File: config.mk
export PLATFORM = sky130hd
export DESIGN_NAME = layer_scan_ctl
export DESIGN_NICKNAME = d
export VERILOG_FILES = /design/src/rtl/layer_scan_pkg.sv /design/src/rtl/scan_gap_timer.sv /design/src/rtl/layer_scan_ctl.sv
export SDC_FILE = /design/constraint.sdc
export NUM_CORES = 1
export LEC_CHECK = 0
export CAP_MARGIN = 10
export CORE_UTILIZATION = 40
export CTS_CLUSTER_SIZE = 24
export DETAILED_ROUTE_END_ITERATION = 6
export PLACE_DENSITY_LB_ADDON = 0.25
export REMOVE_ABC_BUFFERS = 1
export SYNTH_ARGS = -nofsm -noshare
export SYNTH_HDL_FRONTEND = slang
export SYNTH_HIERARCHICAL = 1
export SYNTH_SLANG_ARGS = --single-unit
File: constraint.sdc
create_clock -name clk_in -period 7.4 [get_ports clk_in]
set_input_delay 1.48 -clock clk_in [delete_from_list [all_inputs] [get_ports clk_in]]
set_output_delay 1.48 -clock clk_in [all_outputs]
set_load 0.02 [all_outputs]
File: src/rtl/layer_scan_pkg.sv
// Shared types and sizing helpers for the layer RAM scan controller.
package layer_scan_pkg;

  // Scan sequencer states
  typedef enum logic [2:0] {
    IDLE  = 3'd0,
    READ  = 3'd1,
    LAT   = 3'd2,
    START = 3'd3,
    WAIT  = 3'd4,
    GAP   = 3'd5
  } scan_state_t;

  // Default configuration
  localparam int unsigned DEF_PIXEL_NUM      = 32'd64;
  localparam int unsigned DEF_RD_LAT         = 32'd1;
  localparam int unsigned DEF_RST_CYCLES     = 32'd14000;
  localparam int unsigned DEF_REFRESH_CYCLES = 32'd2500000;

  // Address width for n pixels (at least one bit)
  function automatic int unsigned addr_w(input int unsigned n);
    if (n > 32'd1) begin
      return $clog2(n);
    end else begin
      return 32'd1;
    end
  endfunction

  // Width of a counter that must hold the value n
  function automatic int unsigned cnt_w(input int unsigned n);
    if (n > 32'd0) begin
      return $clog2(n + 32'd1);
    end else begin
      return 32'd1;
    end
  endfunction

endpackage

File: src/rtl/scan_gap_timer.sv
// Loadable down-counter that measures a window of N cycles.
// Loading N starts the window on the next cycle; expire_out is high during the
// last window cycle. expire_nxt_out is the value expire_out takes next cycle,
// so a caller can register a pulse that lines up with that last cycle.
module scan_gap_timer #(
  parameter int unsigned W = 4
) (
  input  logic         clk_in,
  input  logic         rst_in,
  input  logic         load_in,
  input  logic [W-1:0] load_val_in,
  input  logic         run_in,
  output logic         expire_out,
  output logic         expire_nxt_out
);

  localparam logic [W-1:0] ZERO = W'(32'd0);
  localparam logic [W-1:0] ONE  = W'(32'd1);

  // cnt_q holds the number of window cycles still to come after the current one
  logic [W-1:0] cnt_q, cnt_d;
  logic         exp_q, exp_d;

  // Next count: load has priority, otherwise count down while running
  always_comb begin
    cnt_d = cnt_q;
    exp_d = 1'b0;
    if (load_in) begin
      if (load_val_in == ZERO) begin
        cnt_d = ZERO;
      end else begin
        cnt_d = load_val_in - ONE;
      end
      exp_d = (cnt_d == ZERO);
    end else if (run_in && (cnt_q != ZERO)) begin
      cnt_d = cnt_q - ONE;
      exp_d = (cnt_d == ZERO);
    end else begin
      cnt_d = cnt_q;
      exp_d = 1'b0;
    end
  end

  // Counter and expire registers
  always_ff @(posedge clk_in) begin
    if (rst_in) begin
      cnt_q <= ZERO;
      exp_q <= 1'b0;
    end else begin
      cnt_q <= cnt_d;
      exp_q <= exp_d;
    end
  end

  assign expire_out     = exp_q;
  assign expire_nxt_out = exp_d;

endmodule

File: src/rtl/layer_scan_ctl.sv
// Layer RAM readout sequencer feeding the eight LED-strip encoders.
// Per pixel: one RAM read, wait out the read latency, one start pulse to the
// encoders, then wait for their combined done. After the last pixel the strip
// latch gap is timed and frame_done_out pulses on its final cycle.
// Optional feature: define LAYER_SCAN_REFRESH_EN to replay the last frame after
// REFRESH_CYCLES idle cycles without a new frame_rdy_in.
module layer_scan_ctl
  import layer_scan_pkg::*;
#(
  parameter int unsigned PIXEL_NUM      = DEF_PIXEL_NUM,
  parameter int unsigned RD_LAT         = DEF_RD_LAT,
  parameter int unsigned RST_CYCLES     = DEF_RST_CYCLES,
  parameter int unsigned REFRESH_CYCLES = DEF_REFRESH_CYCLES,
  localparam int unsigned ADDR_W        = addr_w(PIXEL_NUM)
) (
  input  logic              clk_in,
  input  logic              rst_in,
  input  logic              frame_rdy_in,
  input  logic              pixel_done_in,
  output logic              rd_en_out,
  output logic [ADDR_W-1:0] rd_addr_out,
  output logic              pixel_start_out,
  output logic              busy_out,
  output logic              frame_done_out,
  output logic              frame_drop_out
);

  // One timer serves both the latency hold and the latch gap
  localparam int unsigned TMR_MAX = (RST_CYCLES > RD_LAT) ? RST_CYCLES : RD_LAT;
  localparam int unsigned TMR_W   = cnt_w(TMR_MAX);

  localparam logic [ADDR_W-1:0] ADDR_ZERO = ADDR_W'(32'd0);
  localparam logic [ADDR_W-1:0] ADDR_ONE  = ADDR_W'(32'd1);
  localparam logic [ADDR_W-1:0] LAST_ADDR = ADDR_W'(PIXEL_NUM - 32'd1);
  localparam logic [TMR_W-1:0]  TMR_ZERO  = TMR_W'(32'd0);
  localparam logic [TMR_W-1:0]  LAT_LOAD  = TMR_W'(RD_LAT - 32'd1);
  localparam logic [TMR_W-1:0]  GAP_LOAD  = TMR_W'(RST_CYCLES);

  scan_state_t       state_q, state_d;
  logic [ADDR_W-1:0] addr_q, addr_d;
  logic              pending_q, pending_d;
  logic              rd_en_q, rd_en_d;
  logic              start_q, start_d;
  logic              busy_q, busy_d;
  logic              done_q, done_d;
  logic              drop_q, drop_d;

  logic              tmr_load_s;
  logic [TMR_W-1:0]  tmr_val_s;
  logic              tmr_run_s;
  logic              tmr_exp_s;
  logic              tmr_exp_nxt_s;
  logic              refresh_go_s;

  assign tmr_run_s = (state_q == LAT) || (state_q == GAP);

  scan_gap_timer #(
    .W (TMR_W)
  ) u_gap_timer (
    .clk_in         (clk_in),
    .rst_in         (rst_in),
    .load_in        (tmr_load_s),
    .load_val_in    (tmr_val_s),
    .run_in         (tmr_run_s),
    .expire_out     (tmr_exp_s),
    .expire_nxt_out (tmr_exp_nxt_s)
  );

`ifdef LAYER_SCAN_REFRESH_EN
  localparam int unsigned      REF_W    = cnt_w(REFRESH_CYCLES);
  localparam logic [REF_W-1:0] REF_LOAD = REF_W'(REFRESH_CYCLES - 32'd1);

  logic ref_load_s;
  logic ref_run_s;
  logic ref_exp_s;
  logic ref_exp_nxt_s;
  logic has_frame_q, has_frame_d;

  // Window restarts each time the sequencer drops back into IDLE
  assign ref_load_s   = (state_q != IDLE) && (state_d == IDLE);
  assign ref_run_s    = (state_q == IDLE);
  assign refresh_go_s = ref_exp_s && has_frame_q;

  scan_gap_timer #(
    .W (REF_W)
  ) u_refresh_timer (
    .clk_in         (clk_in),
    .rst_in         (rst_in),
    .load_in        (ref_load_s),
    .load_val_in    (REF_LOAD),
    .run_in         (ref_run_s),
    .expire_out     (ref_exp_s),
    .expire_nxt_out (ref_exp_nxt_s)
  );

  // A replay only makes sense once a complete frame has been shown
  always_comb begin
    if ((state_q == GAP) && tmr_exp_s) begin
      has_frame_d = 1'b1;
    end else begin
      has_frame_d = has_frame_q;
    end
  end

  // Frame-shown flag register
  always_ff @(posedge clk_in) begin
    if (rst_in) begin
      has_frame_q <= 1'b0;
    end else begin
      has_frame_q <= has_frame_d;
    end
  end
`else
  assign refresh_go_s = 1'b0;
`endif

  // Next-state, address, pending-frame and registered-output decode
  always_comb begin
    state_d    = state_q;
    addr_d     = addr_q;
    tmr_load_s = 1'b0;
    tmr_val_s  = TMR_ZERO;

    case (state_q)
      IDLE: begin
        if (frame_rdy_in || pending_q || refresh_go_s) begin
          state_d = READ;
          addr_d  = ADDR_ZERO;
        end else begin
          state_d = IDLE;
        end
      end
      READ: begin
        // With single-cycle RAM latency the hold state is skipped entirely
        if (RD_LAT > 32'd1) begin
          state_d    = LAT;
          tmr_load_s = 1'b1;
          tmr_val_s  = LAT_LOAD;
        end else begin
          state_d = START;
        end
      end
      LAT: begin
        if (tmr_exp_s) begin
          state_d = START;
        end else begin
          state_d = LAT;
        end
      end
      START: begin
        state_d = WAIT;
      end
      WAIT: begin
        if (pixel_done_in) begin
          if (addr_q == LAST_ADDR) begin
            state_d    = GAP;
            addr_d     = ADDR_ZERO;
            tmr_load_s = 1'b1;
            tmr_val_s  = GAP_LOAD;
          end else begin
            state_d = READ;
            addr_d  = addr_q + ADDR_ONE;
          end
        end else begin
          state_d = WAIT;
        end
      end
      GAP: begin
        if (tmr_exp_s) begin
          state_d = IDLE;
        end else begin
          state_d = GAP;
        end
      end
      default: begin
        state_d = IDLE;
        addr_d  = ADDR_ZERO;
      end
    endcase

    // IDLE always consumes the request; while busy one frame may be queued
    if (state_q == IDLE) begin
      pending_d = 1'b0;
    end else if (frame_rdy_in) begin
      pending_d = 1'b1;
    end else begin
      pending_d = pending_q;
    end

    drop_d  = (state_q != IDLE) && frame_rdy_in && pending_q;
    rd_en_d = (state_d == READ);
    start_d = (state_d == START);
    busy_d  = (state_d != IDLE);
    // Timer look-ahead lines the pulse up with the final gap cycle
    done_d  = (state_d == GAP) && tmr_exp_nxt_s;
  end

  // State, address and output registers
  always_ff @(posedge clk_in) begin
    if (rst_in) begin
      state_q   <= IDLE;
      addr_q    <= ADDR_ZERO;
      pending_q <= 1'b0;
      rd_en_q   <= 1'b0;
      start_q   <= 1'b0;
      busy_q    <= 1'b0;
      done_q    <= 1'b0;
      drop_q    <= 1'b0;
    end else begin
      state_q   <= state_d;
      addr_q    <= addr_d;
      pending_q <= pending_d;
      rd_en_q   <= rd_en_d;
      start_q   <= start_d;
      busy_q    <= busy_d;
      done_q    <= done_d;
      drop_q    <= drop_d;
    end
  end

  assign rd_en_out       = rd_en_q;
  assign rd_addr_out     = addr_q;
  assign pixel_start_out = start_q;
  assign busy_out        = busy_q;
  assign frame_done_out  = done_q;
  assign frame_drop_out  = drop_q;

endmodule

==> flow_metrics.py <==
metrics = {
    "worst_hold_path": {
        "hold_path_end": "frame_drop_out",
        "hold_depth": 2,
        "min_from": "pending_q",
        "holdCritPathClass": "flip-flop to flip-flop",
    },
    "timing": {
        "period_share_pct": 54.66,
        "post-route-min-period_ps": 4045,
        "slew_viol_final": 0,
        "max-slew-margin-rel_pct": 45.07,
        "worst-slew-pin-transition_ps": 816.4,
        "setup_viol": 0,
        "finalSetupTns_ps": 0,
        "hold_ws_ps": 482.5,
        "worst_slack_ps": 3355,
        "clock.fmax_ghz": 0.2472,
        "finalClockSkew_ps": 6.946,
        "hold_violations": 0,
        "grt_setup_unrepaired": "false",
    },
    "synthesis": {
        "synth_area_sq_um": 1969,
        "synthTopCellsByArea": "dfxtp_1 30%, xnor2_1 8.0%, nor2_1 5.0%, nor3_1 3.8%, a21oi_1 3.6%",
        "syn_avg_cell_area_sq_um": 8.172,
        "yosys_warnings": 6,
        "synth_xor_area_share_pct": 11.56,
        "synth_fa_ha_area_share_pct": 2.541,
        "yosysTopAreaCell": "dfxtp_1",
        "synth_top_area_share_pct": 30.50,
        "synth_top_family_by_area": "simple AND/OR/NAND/NOR gates",
        "synth_mux_area_share_pct": 0.5083,
        "synthSimpleGateAreaFrac_pct": 29.54,
        "async_reset_ff_share_pct": 0,
        "synth.distinct_cells": 57,
        "yosys_register_bits": 30,
        "synth_compound_area_share_pct": 21.03,
        "synth-main-ff-cell": "dfxtp_1",
        "netlist_instances": 241,
        "synth_edf_count": 0,
        "seq_area_frac_synth_pct": 30.50,
    },
    "worst_setup_path": {
        "worst_setup_path_start_kind": "input port",
        "critPathMaxFanout": 41,
        "r2r_start": "state_q[1]",
        "end_kind": "flip-flop",
        "path_class": "input port to flip-flop",
        "r2r-end": "frame_done_out",
        "crit_slowest_cell": "nor4_1",
        "reg2reg_depth": 9,
        "critical_path.most_common_cell": "nand3_1",
        "worstPathArrival_ps": 4230,
        "rrSetupSlack_ps": 4250,
        "worst_path_largest_cell_delay_ps": 760,
        "worstPathRequired_ps": 7590,
        "path_cells": "clkdlybuf4s50_1, nand4bb_1, nor2_2, buf_4, nor4_1, nand3_1, o311a_1, nand3_1, nand2_1, and3b_1",
    },
    "grt": {
        "grt_usage_pct": 18.80,
        "grt_pass1_vias": 1663,
        "grt-ovfl-total": 0,
        "grt_pass1_wl_um": 7527,
        "antenna_found_initial": 0,
        "grt_max_degree": 42,
    },
    "pwr": {
        "p_seq_share_pct": 34.4,
        "power.density_nw_per_um2": 334.7,
        "p_leak_nw": 0.8776,
        "clock_power_share_pct": 18.0,
        "ir_worst_vdd_mv": 0.2123,
        "combPwrFrac_pct": 47.7,
        "switchingPower_mw": 0.3322,
        "swShare_pct": 42.12,
        "p_int_mw": 0.4565,
    },
    "die": {
        "core_area_sq_um": 4723,
        "die-area_sq_um": 5208,
        "die_h_um": 72.17,
        "rows": 25,
        "start_util_pct": 41.70,
        "fp.dieW_um": 72.17,
        "io_pins": 15,
    },
    "layout": {
        "utilization_pct": 49.88,
        "final_cells": 353,
        "antenna_cells": 0,
        "drive_gt1_share_pct": 9.091,
        "largest_reg_flops": 14,
        "area_delta_synth_final_pct": 19.63,
        "nets": 293,
        "regMostFlops": "u_gap_timer/cnt_q",
        "n_fill_cell": 500,
    },
    "clocking": {
        "hold_buffers": 0,
        "numCtsBuffers": 5,
        "post_cts_resize_count": 0,
        "cts_buffer_depth": 2,
        "cts_tree": "yes",
        "post_cts_buffers": 0,
        "worstSkewPairLatency_ps": 290,
        "clk_pin_slew_ps": 70,
        "cts_root_buffer": "clkbuf_8",
        "cts_sinks": 30,
        "htree_levels": 2,
    },
    "route": {
        "num_vias": 1793,
        "wl_met3_um": 171,
        "wl_per_cell_um": 12.09,
        "wl_met2_um": 1947,
        "vias_per_cell": 5.079,
        "drc": 0,
        "postRouteAntennaNets": 0,
        "top_layer_used": "met4",
        "drt_pass1_iterations": 6,
        "first_iter_violations": 85,
        "wirelength_um": 4268,
        "wl_met1_um": 2038,
    },
    "placed_design": {
        "post-place-ws_ps": 3006,
        "place.gp.congestion": 0.8101,
        "place_inst": 345,
        "dp_hpwl_um": 3091,
        "io_buffers": 14,
    },
    "run": {
        "drv_cap": 0,
    },
    "run_status": {
        "run_status": "finished, final reports clean",
    },
}
cell usage after synthesis, types with 3 or more instances:
library cell / count
dfxtp_1: 30
nor2_1: 26
xnor2_1: 18
nand2_1: 15
nor3_1: 15
a21oi_1: 14
nand3_1: 11
o21ai_0: 10
o22ai_1: 9
xor2_1: 8
inv_1: 7
nor4_1: 6
ha_1: 4
nand2b_1: 4
nand3b_1: 4
buf_6: 3
nor2b_1: 3
o21a_1: 3
o21ai_2: 3
or3_1: 3
or4_1: 3
per-stage QoR:
stage	power, mW	instance area (sq um)
2_1_floorplan	0.5652	2027
3_3_place_gp	0.6422	2261
3_5_place_dp	0.6468	2261
4_1_cts	0.7946	2356
5_1_grt	0.8577	2356
6_report	0.7887	2356
power groups by stage:
| stage | combinational [mW] | clock (mW) | sequential [mW] |
|---|---|---|---|
| 2_1_floorplan | 0.298 | 0 | 0.268 |
| 6_report | 0.376 | 0.142 | 0.271 |
| 5_1_grt | 0.427 | 0.152 | 0.279 |
| 4_1_cts | 0.376 | 0.148 | 0.271 |
| 3_3_place_gp | 0.369 | 0 | 0.273 |
| 3_5_place_dp | 0.373 | 0 | 0.274 |
critical path, delay by kind of cell:
kind	cells	cell delay (ps)
AOI/OAI and AO/OA	1	430
and+or+nand+nor	7	1620
buffers and inverters	2	700
worst max-delay path by stage:
stage | depth (start not counted) | startpoint | slack (ps) | to
after floorplan | 7 | pixel_done_in | 2960 | u_gap_timer/cnt_q[13]
after global placement | 10 | pixel_done_in | 3170 | frame_done_out
after detailed placement | 10 | pixel_done_in | 3010 | frame_done_out
after CTS | 10 | pixel_done_in | 3320 | frame_done_out
after global routing | 11 | pixel_done_in | 3100 | frame_done_out
final | 10 | pixel_done_in | 3360 | frame_done_out
layout make-up:
cell class              instances  area, sq um  area share, %
clock buffers                   6        82.58          3.505
inverters                       7        26.28          1.115
well taps                      67        83.83          3.558
repair buffers                 15        147.6          6.267
flip-flops and latches         30        600.6          25.49
clock inverters                 2        12.51         0.5311
multi-input cells             226         1403          59.53
layer usage:
metal | vias to the layer above | global-route usage [%]
met1 | 802 | 23.97
met3 | 14 | 4.444
met2 | 42 | 29.49
met4 | 0 | 9.804
met5 | - | 0
li1 | 935 | -
cell families (layout without fill, tap and decap cells):
logic type,after synthesis,in the layout
other,1,31
flip-flops,30,30
XOR/XNOR,26,26
AO/OA/AOI/OAI,58,58
buffers and inverters,15,30
AND/OR/NAND/NOR,106,106
multiplexers,1,1
adder cells (fa/ha/maj),4,4
layout by cell type (no fill, tap or decap), types with 8 or more instances in the layout:
cell type / instances
clkdlybuf4s50_1: 14
dfxtp_1: 30
xnor2_1: 18
nand3_1: 11
nor3_1: 15
a21oi_1: 14
nor2_1: 25
xor2_1: 8
conb_1: 31
nand2_1: 15
o21ai_0: 10
o22ai_1: 9
(Power assumes the default switching activity.)
==> variant 1, RTL diff (same settings) <==
Build with the macro `LAYER_SCAN_REFRESH_EN` defined.
--- a/src/rtl/layer_scan_ctl.sv
+++ b/src/rtl/layer_scan_ctl.sv
@@ -5,4 +5,6 @@
 // Optional feature: define LAYER_SCAN_REFRESH_EN to replay the last frame after
 // REFRESH_CYCLES idle cycles without a new frame_rdy_in.
+`define LAYER_SCAN_REFRESH_EN
+
 module layer_scan_ctl
   import layer_scan_pkg::*;
Check against the original RTL: no difference found for any inputs over 10 cycles, from zero or initial values and one cycle with rst_in high; that may be too few to reach the edited logic, so the function may still have changed.
==> variant 1 against the unedited design <==
First-iteration DRC count rose to 4.2 times the old value. Hold slack lost 22 ps. Power increased by 120%. Sequential cell count increased by 24. Clock skew is 2.3 ps lower. Worst setup slack worse by 10 ps. Cell area increased by 110%. Synthesized area grew 110%. Sequential share of layout area fell by 3.7 points. Routed wire length is 130% higher.
==> variant 1: results (changes against the unedited design) <==
Layout
  – Nonclk buf count: 16 (was 15)
  – Filler instances: 978 (was 500)
  – Multi-input comb cells: 570 (was 226)
  – Multi-input gate area: 0.00339 mm² (was 0.00140 mm²)
  – Inverters excl. clock: 18 (was 7)
  – Area growth syn-to-layout: 18.9% (was 19.6%)
  – Clock Network Area Fraction: 0.0192 (was 0.0404)
  – Layout cells sized above 1: 0.0631 (was 0.0909)
  – Total Nets Final: 676 (was 293)
  – Largest register by flop count: u_refresh_timer/cnt_q (was u_gap_timer/cnt_q)
  – Fraction of area in registers: 0.218 (was 0.255)

Pwr
  – Switch Pwr: 0.000801 W (was 0.000332 W)
  – Peak VDD IR: 0.151 mV (was 0.212 mV)
  – P_clk: 0.000177 W (was 0.000142 W)
  – Comb pwr: 0.00101 W (was 0.000376 W)
  – Pwr dens: 346 mW/mm² (was 335 mW/mm²)

Critical path
  – Slowest cell delay on critical path: 700 ps (was 760 ps)
  – Worst r2r src: rd_addr_out[0]$_SDFFE_PP0P_ (was state_q[1]$_SDFF_PP0_)
  – Arrival time worst endpoint: 4280 ps (was 4230 ps)
  – Reg-to-reg slack, setup: 4160 ps (was 4250 ps)
  – Register-to-Register Path Depth: 13 (was 9)

Placement
  – DP Area: 0.00486 mm² (was 0.00226 mm²)
  – HPWL after detailed placement: 7350 µm (was 3090 µm)
  – Dpl ws: 3020 ps (was 3010 ps)

Drt
  – Via count: 4008 (was 1793)
  – First-iteration detailed-routing DRC count: 354 (was 85)
  – Met3 wire len: 345 µm (was 171 µm)
  – First-pass detailed-route iteration total: 4 (was 6)
  – Met2 routed WL: 4360 µm (was 1950 µm)
  – Drt wl/cell: 12.1 µm (about the same)
  – Wl on met1: 4860 µm (was 2040 µm)

STA
  – Slew HR: 0.504 (was 0.451)

CTS
  – Clk slew on worst S/H paths: 100 ps (was 70 ps)
  – Latest clock arrival within the worst-skew pair: 310 ps (was 290 ps)

GRT
  – Met2 Use GR: 0.294 (was 0.295)
  – GRT Util Overall: 0.188 (about the same)
  – Grt met1 use: 0.270 (was 0.240)

Outcome
  – Status: completed (unchanged)
variant 1: how the worst max path moves through the flow:
stage,end,slack (ps),cells after the start
after floorplan,u_gap_timer/cnt_q[13]$_SDFFE_PP0P_,3060,7
after global placement,frame_done_out$_SDFF_PP0_,3150,12
after detailed placement,frame_done_out$_SDFF_PP0_,3020,12
after CTS,frame_done_out$_SDFF_PP0_,3330,12
after global routing,frame_done_out$_SDFF_PP0_,2960,12
final,frame_done_out$_SDFF_PP0_,3340,12
variant 1: through the flow:
| step | std cells | hold slack [ps] | total power (W) | util |
|---|---|---|---|---|
| after floorplan | 642 | 428 | 0.00132 | - |
| after global placement | 791 | 446 | 0.00150 | 0.488 |
| after detailed placement | 791 | 445 | 0.00152 | 0.488 |
| after CTS | 799 | 460 | 0.00170 | 0.497 |
| after global routing | 799 | 492 | 0.00186 | 0.497 |
| final | 799 | 461 | 0.00171 | 0.497 |
variant 1: tightest hold or removal path, cell delays in order (launching register included):
cell and delay (ps):
dfxtp_1 340, nand2_1 60, nor3_1 30
==> variant 2, RTL diff (same flow settings) <==
Made on the original files. The 6 states of `scan_state_t` get a one-hot encoding in 6 bits.
--- a/src/rtl/layer_scan_pkg.sv
+++ b/src/rtl/layer_scan_pkg.sv
@@ -3,11 +3,11 @@
 
   // Scan sequencer states
-  typedef enum logic [2:0] {
-    IDLE  = 3'd0,
-    READ  = 3'd1,
-    LAT   = 3'd2,
-    START = 3'd3,
-    WAIT  = 3'd4,
-    GAP   = 3'd5
+  typedef enum logic [5:0] {
+    IDLE  = 6'b000001,
+    READ  = 6'b000010,
+    LAT   = 6'b000100,
+    START = 6'b001000,
+    WAIT  = 6'b010000,
+    GAP   = 6'b100000
   } scan_state_t;
 
Check against the original RTL: no difference found for any inputs over 10 cycles, from zero or initial values and one cycle with rst_in high; not proved beyond that.
==> variant 2 against the unedited design <==
Worst setup slack worse by 110 ps. Sequential cell count is 3 higher. Critical path depth is 1 higher. Cell area is 4.4% higher. Non-clock buffer count is 1 higher. Sequential share of layout area is 1.4 points higher. Synthesized area is 5.3% higher. Routed wire length is 0.59% lower.
Power is not compared: it rests on default switching activity, and its combinational part moved more than twofold at a synthesized area within 25%.
==> variant 2: results (changes against the unedited design) <==
Critical path
  – Slowest cell delay on critical path: 740 ps (was 760 ps)
  – Register-to-Register Path Depth: 11 (was 9)
  – Arrival time worst endpoint: 4340 ps (was 4230 ps)
  – Worst path slowest cell: nor4_1 (unchanged)
  – Worst r2r src: state_q[1]$_SDFF_PP0_ (unchanged)
  – Reg-to-reg slack, setup: 4160 ps (was 4250 ps)
  – Worst-path fanout max: 41 (unchanged)

Synthesis
  – Cells taking the most area after synthesis: dfxtp_1, xnor2_1, nor2_1 (unchanged)
  – Post-synthesis async set-or-reset flop share: 0 (unchanged)
  – Commonest cells in the netlist: dfxtp_1, nor2_1, xnor2_1, nor3_1, nand2_1 (was dfxtp_1, nor2_1, xnor2_1, nand2_1, nor3_1)
  – YS warnings: 6 (unchanged)
  – Seq/Total Area, Yosys: 0.319 (was 0.305)
  – Unique masters post-synth: 55 (was 57)

Layout
  – Layout cells sized above 1: 0.0872 (was 0.0909)
  – Largest register by flop count: u_gap_timer/cnt_q (unchanged)
  – Ant diodes: 0 (unchanged)
  – Total Nets Final: 305 (was 293)

CTS
  – Latest clock arrival within the worst-skew pair: 280 ps
  – Clock Tree Buf Depth: 2 (unchanged)
  – Post-CTS Setup Inserts: 0 (unchanged)
  – PostCTS Resize Cnt: 0 (unchanged)

STA
  – Worst-margin pin slew: 793 ps (was 816 ps)
  – Hold WS: 461 ps (was 482 ps)
  – Clk_skew: 5.94 ps (was 6.95 ps)

Pwr
  – P_leak: between 0.9 and 1 nW
  – Internal power: between 0.0002 and 0.0003 W

Drt
  – Vias/cell: 5.00 (was 5.08)
  – First-iteration detailed-routing DRC count: 67 (was 85)
  – Drt wl/cell: 11.6 µm (was 12.1 µm)
  – First-pass detailed-route iteration total: 4 (was 6)

Hold path
  – Hold Startpoint: u_gap_timer/expire_out$_SDFF_PP0_ (was pending_q$_SDFFE_PP0P_)
  – End of the worst hold path: state_q[2]$_SDFF_PP0_ (was frame_drop_out$_SDFF_PP0_)
  – Hold Crit Depth: 1 (was 2)
  – Hold Path Class: reg2reg (unchanged)

Placement
  – HPWL after detailed placement: 3130 µm (was 3090 µm)
  – DP Area: 0.00238 mm² (was 0.00226 mm²)
  – Dpl ws: 2970 ps (was 3010 ps)
  – RD Place Congestion: 0.820 (was 0.810)

GRT
  – First-pass GRT wire length: 7180 µm (was 7530 µm)
  – Vias in the first global route: 1619 (was 1663)
  – GRT Util Overall: 0.173 (was 0.188)

Outcome
  – Status: completed (unchanged)
[variant 2: cell count changes in the layout (fill, tap and decap cells not counted), moves of 3 or more]
cell,unedited run,this run
nor3b_1,1,4
o21ai_2,3,0
nor2_1,25,32
o21ai_1,2,5
nand2b_1,4,1
dfxtp_1,30,33
[variant 2: metal layers]
layer / vias to the layer above / track usage / wire length (µm) / part of all wire
met1: 815 / 0.200 / 2000 / 0.47
met4: 0 / 0.0620 / 37 / 0.0087
met5: - / 0 / 0 / 0
met2: 31 / 0.308 / 2050 / 0.48
met3: 5 / 0.0461 / 158 / 0.037
li1: 975 / - / - / -
[variant 2: per-stage QoR]
step	power, W	instances
2_1_floorplan	0.000220	274
3_3_place_gp	0.000232	357
3_5_place_dp	0.000233	357
4_1_cts	0.000366	365
5_1_grt	0.000380	365
6_report	0.000361	365
[variant 2: final cells by class]
cell class | instances | area [µm²]
Clock buffer | 6 | 72.6
Clock inverter | 2 | 10.0
Fill cell | 490 | 2390
Inverter | 8 | 30.0
Multi-Input combinational cell | 233 | 1450
Sequential cell | 33 | 661
Tap cell | 67 | 83.8
Timing Repair Buffer | 16 | 155
[variant 2: logic make-up after synthesis]
group | count (synthesis) | share of synthesized area
buffers and inverters | 18 | 0.0380
XOR/XNOR | 27 | 0.114
other | 1 | 0.00181
multiplexers | 2 | 0.00966
AND/OR/NAND/NOR | 119 | 0.323
adder cells (fa/ha/maj) | 4 | 0.0241
flip-flops | 33 | 0.319
AO/OA/AOI/OAI | 50 | 0.171
[variant 2: worst max path at each step]
stage | slack, ps | to | cells past startpoint | start
final | 3240 | frame_done_out$_SDFF_PP0_ | 11 | pixel_done_in
after global routing | 2890 | frame_done_out$_SDFF_PP0_ | 12 | pixel_done_in
after CTS | 3240 | frame_done_out$_SDFF_PP0_ | 11 | pixel_done_in
after detailed placement | 2970 | frame_done_out$_SDFF_PP0_ | 11 | pixel_done_in
after global placement | 3030 | frame_done_out$_SDFF_PP0_ | 11 | pixel_done_in
after floorplan | 3470 | u_gap_timer/cnt_q[13]$_SDFFE_PP0P_ | 8 | pixel_done_in
[variant 2: power groups by stage]
stage                     clock [W]  sequential [W]  combinational, W
after floorplan                   0        0.000191         0.0000283
after global placement            0        0.000190         0.0000424
after detailed placement          0        0.000190         0.0000423
after CTS                  0.000137        0.000186         0.0000426
after global routing       0.000145        0.000187         0.0000490
final                      0.000131        0.000186         0.0000434
